File: src/rtl/puf_cipher_pkg.sv
// Shared types and constants for the PUF-keyed character decoder.
// Holds the FSM state enum and the keystream LFSR definition.
package puf_cipher_pkg;

    typedef enum logic [1:0] {
        WAIT_KEY,
        GET_LO,
        GET_HI,
        EMIT
    } state_t;

    localparam logic [7:0] LFSR_TAPS     = 8'hB8;
    localparam logic [7:0] ZERO_SEED_SUB = 8'h01;

    // Shift left, feedback is parity of bits 7,5,4,3.
    function automatic logic [7:0] lfsr_next(input logic [7:0] k);
        return {k[6:0], ^(k & LFSR_TAPS)};
    endfunction

endpackage

File: src/rtl/puf_keystream_lfsr.sv
// Keystream register: seeded from the PUF, stepped once per emitted char.
// An all-zero seed would lock the LFSR, so it is replaced on load.
module puf_keystream_lfsr
    import puf_cipher_pkg::*;
(
    input  logic       clock,
    input  logic       reset,
    input  logic       load,
    input  logic       advance,
    input  logic [7:0] seed,
    output logic [7:0] key
);

    always_ff @(posedge clock or posedge reset) begin
        if (reset) begin
            key <= 8'h01;
        end else if (load) begin
            key <= (seed == 8'h00) ? ZERO_SEED_SUB : seed;
        end else if (advance) begin
            key <= lfsr_next(key);
        end
    end

endmodule

File: src/rtl/puf_cipher_decoder.sv
// Decodes 16-bit {check, cipher} pairs into plaintext bytes with an
// integrity flag and a saturating error counter.
module puf_cipher_decoder
    import puf_cipher_pkg::*;
#(
    parameter int CNT_W = 8
) (
    input  logic             clock,
    input  logic             reset,
    input  logic             key_load,
    input  logic [7:0]       puf_response,
    input  logic [7:0]       in_byte,
    input  logic             in_valid,
    output logic             in_ready,
    output logic [7:0]       out_char,
    output logic             out_err,
    output logic             out_valid,
    input  logic             out_ready,
    output logic [CNT_W-1:0] err_count
);

    state_t     state;
    state_t     state_nxt;
    logic [7:0] key;
    logic [7:0] lo;
    logic [7:0] plain;
    logic [7:0] check;
    logic       in_fire;
    logic       out_fire;

    // Handshake signals depend only on registered state.
    assign in_ready  = (state == GET_LO) || (state == GET_HI);
    assign out_valid = (state == EMIT);

    // A key load overrides any handshake in the same cycle.
    assign in_fire  = in_valid && in_ready && !key_load;
    assign out_fire = out_valid && out_ready && !key_load;

    assign plain = lo ^ key;
    assign check = plain + key;

    puf_keystream_lfsr u_lfsr (
        .clock   (clock),
        .reset   (reset),
        .load    (key_load),
        .advance (out_fire),
        .seed    (puf_response),
        .key     (key)
    );

    always_ff @(posedge clock or posedge reset) begin
        if (reset) begin
            state <= WAIT_KEY;
        end else begin
            state <= state_nxt;
        end
    end

    always_comb begin
        state_nxt = state;
        if (key_load) begin
            state_nxt = GET_LO;
        end else begin
            unique case (state)
                WAIT_KEY: state_nxt = WAIT_KEY;
                GET_LO:   if (in_fire) state_nxt = GET_HI;
                GET_HI:   if (in_fire) state_nxt = EMIT;
                EMIT:     if (out_fire) state_nxt = GET_LO;
                default:  state_nxt = WAIT_KEY;
            endcase
        end
    end

    always_ff @(posedge clock or posedge reset) begin
        if (reset) begin
            lo       <= 8'h00;
            out_char <= 8'h00;
            out_err  <= 1'b0;
        end else if (key_load) begin
            lo <= 8'h00;
        end else if (in_fire && state == GET_LO) begin
            lo <= in_byte;
        end else if (in_fire && state == GET_HI) begin
            out_char <= plain;
            out_err  <= (check != in_byte);
        end
    end

    always_ff @(posedge clock or posedge reset) begin
        if (reset) begin
            err_count <= '0;
        end else if (out_fire && out_err && (err_count != '1)) begin
            err_count <= err_count + 1'b1;
        end
    end

endmodule

File: config.mk
export PLATFORM = sky130hd
export DESIGN_NAME = puf_cipher_decoder
export DESIGN_NICKNAME = d
export VERILOG_FILES = /design/src/rtl/puf_cipher_pkg.sv /design/src/rtl/puf_keystream_lfsr.sv /design/src/rtl/puf_cipher_decoder.sv
export SDC_FILE = /design/constraint.sdc
export NUM_CORES = 1
export LEC_CHECK = 0
export CORE_MARGIN = 5
export CORE_UTILIZATION = 40
export DETAILED_ROUTE_END_ITERATION = 8
export PLACE_DENSITY = 0.67
export SYNTH_ARGS = -nofsm -noshare
export SYNTH_HDL_FRONTEND = slang
export SYNTH_SLANG_ARGS = --single-unit
File: constraint.sdc
create_clock -name clock -period 2.15 [get_ports clock]
set_input_delay 0.43 -clock clock [delete_from_list [all_inputs] [get_ports clock]]
set_output_delay 0.43 -clock clock [all_outputs]
set_load 0.05 [all_outputs]
==> key figures, run 1 <==
Layout
  – Core Util, Final: 0.5779
  – Fillcell total: between 400 and 500
  – Nets: between 300 and 400
  – Most common cell after layout, fill and taps aside: clkdlybuf4s50_1
  – Most frequent cells in the layout: clkdlybuf4s50_1 (37), nand2_1 (34), dfrtp_1 (34)
  – Post-route cell area: between 2000 and 3000 um^2
  – Multi-input combinational cell area: 1245 um^2
  – Reg area: 877.1 um^2
  – Layout area overhead: 41.80%
  – Diodes inserted: 0
  – Share of cells above drive strength 1: 0.2079

Worst setup path
  – Worst reg2reg endpoint: out_err$_DFFE_PP0P_
  – CP endpoint: out_err$_DFFE_PP0P_
  – Arr. time, crit path: approximately 2.4 ns
  – Worst-path maximum fanout: 3
  – Most used cell, CP: xnor2_2
  – Max stage delay cell, worst path: dfrtp_1
  – Setup crit start: u_lfsr.key[1]$_DFFE_PP0P_
  – Worst Setup Start Kind: flip-flop
  – Setup crit end kind: flip-flop
  – Setup CP Type: flip-flop to flip-flop
  – Worst r2r src: u_lfsr.key[1]$_DFFE_PP0P_
  – Critical-path cell list: ha_4 > xnor2_2 > a31oi_2 > o31a_1 > xnor2_2 > a2111oi_4 > a21oi_1
  – FF-to-FF path depth: 7
  – Worst Path Required: 2.32 ns
  – Max incr delay on CP: 0.45 ns
  – Reg-to-reg setup timing slack: -0.04 ns

Placed design
  – Gp weighted congestion: roughly 0.81
  – Cell Area, Placed: ~2700 um^2
  – Pre-CTS WS: -0.2162 ns
  – Post-DP HPWL: around 3.6 mm
  – PortBufs: 39

STA
  – Final setup vio count: 1
  – Crit share post-route: 1.020
  – Final Hold Fails: 0
  – Setup slack after layout: -0.04248 ns
  – F_max: 0.4561 GHz
  – RSZ-0062 raised after global routing: true
  – Skew final: 0.003642 ns
  – Max Slew Vio Count: 0
  – Fin crit period: approximately 2.2 ns
  – Slew at the pin closest to its max-slew limit: 0.5326 ns
  – Worst slew margin: 0.6439

Yosys
  – Largest family of logic cells by synthesized area: simple AND/OR/NAND/NOR gates
  – Post-Synth Simple-Gate Area: 0.1494
  – Synth warn: 0
  – Synth Area in XOR/XNOR: 0.1307
  – Synth cell types: 37
  – Cell area after synthesis: about 2100 um^2
  – Mean area per synthesized cell: between 9 and 10 um^2
  – Register area share after synthesis: 0.4241
  – Compound-Gate Fraction of Synth Area: 0.1331
  – Adder-Cell Fraction of Synth Area: 0.06050
  – Post-Synthesis Cells: 214
  – Post-Synthesis Net Count: 245
  – Post-synthesis mux area share: 0.06776
  – Seq cells post-synth: 35

CTS
  – Worst-Skew Late Latency: 0.29 ns
  – Root Driver: clkbuf_8
  – Clk slew on worst S/H paths: ~0.070 ns
  – Max H-tree Level: 2
  – Clock tree from TritonCTS: yes
  – Cts bufs inserted: 5
  – Clock sinks: 35
  – Maximum root-to-sink buffer count: 2

Floorplan
  – Num rows: 26
  – Die X: just over 80 um
  – Core area: a little over 5000 um^2
  – Chip Height: just over 80 um
  – Initial Util: 0.4075
  – IO Pins: 40
  – Die ar.: about 6700 um^2

Hold path
  – Hold crit path type: flip-flop to flip-flop

Routing
  – Pre-antenna DRT Iters: 4
  – Via count: 1705
  – Final ANT Viol Nets: 0
  – Final WL: between 4 and 5 mm
  – Drt drc: 0
  – WL per Instance: 14.16 um
  – Vias/cell: between 4 and 5
  – Initial DRC count: approximately 130

GRT
  – Vias in the first global route: 1750
  – Congestion Overflow GR: 0
  – Antenna violations before repair: 0
  – Largest net degree at the start of global routing: 36
  – Global-route wire length before repair: between 7 and 8 mm
  – Total track usage: 0.1586

Pwr
  – VDD IR max: between 600 and 700 uV
  – Internal cell power: ~1800 uW
  – Comb pwr share: 0.552
  – Net Sw Frac: 0.4286
  – PD cells: 1062 nW/um^2
  – Flop pwr share: 0.293
  – Clock power frac: 0.155
  – P_sw: roughly 1300 uW
  – Leak: between 0.001 and 0.0015 uW

Run status
  – Status: complete, but fails checks
  – Failing checks: negative setup slack

Job
  – Max-Cap Viols: 0
==> registers in the layout, summed over array words and instances (netlist names) <==
name / count
err_count: 8
lo: 8
out_char: 8
out_err: 1
state: 2
u_lfsr.key: 8
==> logic make-up after synthesis <==
logic type               count (synthesis)
adder cells (fa/ha/maj)                 10
AO/OA/AOI/OAI                           43
multiplexers                            13
buffers and inverters                   19
AND/OR/NAND/NOR                         64
flip-flops                              35
XOR/XNOR                                30
==> routing by layer <==
metal,GRT usage,up-vias,share of wire,routed length [um]
met3,0.04715,7,0.041,204
met5,0,-,0,0
li1,-,867,-,-
met2,0.2496,43,0.47,2338
met1,0.2027,788,0.47,2346
met4,0.06478,0,0.011,52
==> cell type report <==
cell class                      count  area share
Clock buffer                        5     0.02346
Clock inverter                      3    0.006826
Inverter                           11     0.01408
Multi-Input combinational cell    160      0.4245
Sequential cell                    35      0.2991
Tap cell                           70     0.02986
Timing Repair Buffer               65      0.2022
==> synthesized netlist by cell type <==
cell	instances	area (um^2)
o21ai_1	1	5.000
nor2b_1	2	12.51
nor2_1	7	26.28
and4_1	1	8.760
inv_1	11	41.29
o31ai_1	7	52.55
nor4_1	1	6.260
mux2_4	1	15.01
a2111oi_0	1	8.760
xnor2_1	22	192.7
o21ai_0	22	110.1
a2111oi_4	1	27.53
mux2_1	3	33.78
nand4_1	2	12.51
or4_4	1	11.26
clkbuf_1	8	30.03
nand3_1	2	10.01
nor3b_1	1	7.510
a31oi_1	4	25.02
a211o_1	1	8.760
a21oi_1	4	20.02
mux2_2	1	11.26
nand2b_1	4	25.02
or4_1	1	7.510
and2_1	2	12.51
xor2_1	7	61.31
nand4b_1	1	8.760
ha_1	10	125.1
dfstp_2	1	26.28
xor2_2	1	16.27
dfrtp_1	34	850.8
nand2_1	34	127.6
mux2i_1	8	80.08
and3_1	4	25.02
nand3b_1	1	7.510
o2bb2ai_1	1	8.760
o31a_1	1	8.760
==> metrics by stage <==
stage / power [uW] / hold WS, ns / TNS, ns / cells
after floorplan: 1929 / 0.5046 / 0 / 214
after global placement: 2455 / 0.4619 / -0.07719 / 336
after detailed placement: 2485 / 0.4728 / -0.2162 / 336
after CTS: 3035 / 0.4898 / -0.07235 / 346
after global routing: 3335 / 0.5161 / -0.09666 / 349
final: 3114 / 0.4840 / -0.04248 / 349
==> critical path, delay by kind of cell, from the launching register on <==
kind | cells | cell delay [ns]
compound gates | 4 | 0.91
fa+ha+maj | 1 | 0.28
flops | 1 | 0.45
xor+xnor | 2 | 0.44
==> how the worst min path moves through the flow <==
stage / start / to / depth (start not counted)
global route: err_count[6]$_DFFE_PP0P_ / err_count[6]$_DFFE_PP0P_ / 1
detailed placement: out_char[5]$_DFFE_PP0P_ / out_char[5]$_DFFE_PP0P_ / 2
CTS: out_char[5]$_DFFE_PP0P_ / out_char[5]$_DFFE_PP0P_ / 2
floorplan: state[0]$_DFFE_PP0P_ / state[0]$_DFFE_PP0P_ / 2
finish: out_char[5]$_DFFE_PP0P_ / out_char[5]$_DFFE_PP0P_ / 2
global placement: out_char[4]$_DFFE_PP0P_ / out_char[4]$_DFFE_PP0P_ / 2
==> repair_timing <==
item / 4_1_cts / 5_1_grt
setup buffers: 2 / 3
gates resized for setup: 6 / 10
hold buffers: 0 / 0
endpoints found under the setup margin: 1 / 1
pin swaps: 5 / 6
==> power groups by stage <==
stage | logic (uW) | registers (uW) | clock network, uW
floorplan | 761 | 1170 | 0
global placement | 1540 | 916 | 0
detailed placement | 1570 | 919 | 0
CTS | 1630 | 907 | 499
global route | 1860 | 938 | 540
finish | 1720 | 911 | 483
(Power assumes the default switching activity.)
==> run 2, diff against run 1 <==
GPL_TIMING_DRIVEN = 0   (was not set)
==> key figures, run 2 (same netlist as run 1, synthesis figures left out) <==
GRT
  – Vias in the first global route: 1625 (-7.1%)
  – Congestion Overflow GR: 0 (unchanged)
  – Largest net degree at the start of global routing: 36 (unchanged)
  – Global-route wire length before repair: 7.348 mm (-7.5%)
  – Total track usage: 0.1458 (-0.01284)
  – Antenna violations before repair: 0 (unchanged)

Worst setup path
  – Worst-path maximum fanout: 4 (+1)
  – Max incr delay on CP: 0.55 ns (+0.10 ns)
  – Worst Path Required: 2.32 ns (about the same)
  – Setup CP Type: flip-flop to flip-flop
  – Setup crit end kind: flip-flop
  – Worst r2r src: u_lfsr.key[2]$_DFFE_PP0P_
  – Max stage delay cell, worst path: or4_4
  – Reg-to-reg setup timing slack: -0.16 ns (-0.12 ns)
  – Arr. time, crit path: 2.48 ns (+0.12 ns)
  – Worst reg2reg endpoint: out_err$_DFFE_PP0P_
  – Worst Setup Start Kind: flip-flop
  – FF-to-FF path depth: 7 (unchanged)
  – Critical-path cell list: ha_4 > xnor2_4 > a31oi_4 > o21ai_2 > or4_4 > a2111oi_4 > a21oi_2

Layout
  – Reg area: 879.6 um^2 (+0.29%)
  – Diodes inserted: 0 (unchanged)
  – Most common cell after layout, fill and taps aside: clkdlybuf4s50_1
  – Multi-input combinational cell area: 1216 um^2 (-2.3%)
  – Most frequent cells in the layout: clkdlybuf4s50_1 (37), nand2_1 (34), dfrtp_1 (32)
  – Post-route cell area: 2776 um^2 (-5.3%)
  – Fillcell total: 497 (+6.7%)
  – Layout area overhead: 34.24%
  – Nets: 296 (-4.2%)
  – Share of cells above drive strength 1: 0.1391 (-0.06879)

Routing
  – Vias/cell: 4.943 (+1.2%)
  – Drt drc: 0 (unchanged)
  – Final ANT Viol Nets: 0 (unchanged)
  – Pre-antenna DRT Iters: 4 (unchanged)
  – WL per Instance: 14.03 um (-0.90%)
  – Via count: 1661 (-2.6%)
  – Final WL: 4.714 mm (-4.6%)
  – Initial DRC count: 87 (-35%)

Pwr
  – VDD IR max: 556.5 uV (-15%)
  – Leak: 0.001172 uW (-7.8%)
  – PD cells: 1047 nW/um^2 (-1.4%)
  – Total power: 2907 uW (-6.6%)

Placed design
  – PortBufs: 39 (unchanged)
  – Post-DP HPWL: 3.425 mm (-4.2%)
  – Gp weighted congestion: 0.8185 (+1.0%)
  – Cell Area, Placed: 2566 um^2 (-5.0%)

Floorplan
  – IO Pins: 40 (unchanged)
  – Num rows: 26 (unchanged)
  – Core area: 5075 um^2 (unchanged)
  – Chip Height: 81.91 um (unchanged)
  – Die X: 81.91 um (unchanged)
  – Die ar.: 6708 um^2 (unchanged)
  – Initial Util: 0.4075 (unchanged)

CTS
  – Hold_buf cts: 0 (unchanged)
  – Clock tree from TritonCTS: yes
  – Clk slew on worst S/H paths: 0.08 ns (about the same)
  – Root Driver: clkbuf_8
  – Cts bufs inserted: 5 (unchanged)
  – Maximum root-to-sink buffer count: 2 (unchanged)
  – Max H-tree Level: 2 (unchanged)
  – Worst-Skew Late Latency: 0.29 ns (about the same)
  – Clock sinks: 35 (unchanged)

STA
  – RSZ-0062 raised after global routing: true
  – Fin crit period: 2.313 ns (+0.1206 ns)
  – Worst slew margin: 0.5110 (-0.1329)
  – Skew final: 0.005435 ns (+0.001793 ns)
  – Final setup vio count: 1 (unchanged)
  – Setup slack after layout: -0.1631 ns (-0.1206 ns)
  – Final Hold Fails: 0 (unchanged)
  – Crit share post-route: 1.076 (+0.05611)
  – F_max: 0.4323 GHz (-5.2%)
  – Max Slew Vio Count: 0 (unchanged)
  – Hold slack final: 0.4794 ns (-0.004564 ns)
  – Slew at the pin closest to its max-slew limit: 0.7325 ns (+0.1999 ns)

Hold path
  – Hold crit path type: flip-flop to flip-flop
  – Hold path cells: 2 (unchanged)
  – Hold_sp: out_char[4]$_DFFE_PP0P_
  – Worst Hold Path EP: out_char[4]$_DFFE_PP0P_

Run status
  – Failing checks: negative setup slack
  – Status: complete, but fails checks

Job
  – Max-Cap Viols: 0 (unchanged)
==> run 2: critical path, delay by kind of cell (launching register included) <==
family / cells / cell delay, ns
simple gates: 1 / 0.55
xor+xnor: 1 / 0.15
flops: 1 / 0.46
compound gates: 4 / 0.78
fa+ha+maj: 1 / 0.25
==> run 2: worst max-delay path by stage <==
stage | from | end | slack [ns] | cells past startpoint
global route | u_lfsr.key[2]$_DFFE_PP0P_ | out_err$_DFFE_PP0P_ | -0.21 | 7
finish | u_lfsr.key[2]$_DFFE_PP0P_ | out_err$_DFFE_PP0P_ | -0.16 | 7
CTS | u_lfsr.key[0]$_DFFE_PP1P_ | out_err$_DFFE_PP0P_ | -0.19 | 7
global placement | in_valid | out_err$_DFFE_PP0P_ | -0.43 | 7
detailed placement | in_valid | out_err$_DFFE_PP0P_ | -0.49 | 7
floorplan | u_lfsr.key[2]$_DFFE_PP0P_ | out_err$_DFFE_PP0P_ | 0.02 | 7
==> run 2: final cells by class <==
| type | count | area share |
|---|---|---|
| Sequential cell | 35 | 0.3168 |
| Timing Repair Buffer | 45 | 0.1546 |
| Clock buffer | 7 | 0.03110 |
| Tap cell | 70 | 0.03155 |
| Clock inverter | 1 | 0.003155 |
| Inverter | 11 | 0.01487 |
| Buffer | 7 | 0.009914 |
| Multi-Input combinational cell | 160 | 0.4380 |
==> run 2: metrics by stage <==
step	std cells	worst slack (ns)	util	setup TNS [ns]
6_report	336	-0.1631	0.5471	-0.1631
4_1_cts	332	-0.1874	0.5274	-0.1874
5_1_grt	336	-0.2132	0.5471	-0.2132
3_3_place_gp	323	-0.4327	0.5057	-3.014
3_5_place_dp	323	-0.4868	0.5057	-3.024
2_1_floorplan	214	0.01952	-	0
==> run 2: where the power goes <==
part	internal [uW]	total [uW]	leakage, uW	switching [uW]
logic	592	1460	0.000665	872
registers	800	933	0.000458	133
clock network	263	511	0.0000484	248
==> run 2: routing by layer <==
layer	vias up	global-route usage	routed length, um
li1	840	-	-
met1	784	0.1859	2155
met2	30	0.2351	2260
met5	-	0	0
met3	7	0.03509	200
met4	0	0.06146	97
==> run 2: timing repair <==
| action | 4_1_cts | 5_1_grt |
|---|---|---|
| cloned | 0 | 0 |
| resized for setup | 5 | 17 |
| pin swaps | 1 | 8 |
| endpoints found under the hold margin | 0 | 0 |
| buffers inserted | 1 | 5 |
| setup endpoints to repair | 11 | 13 |
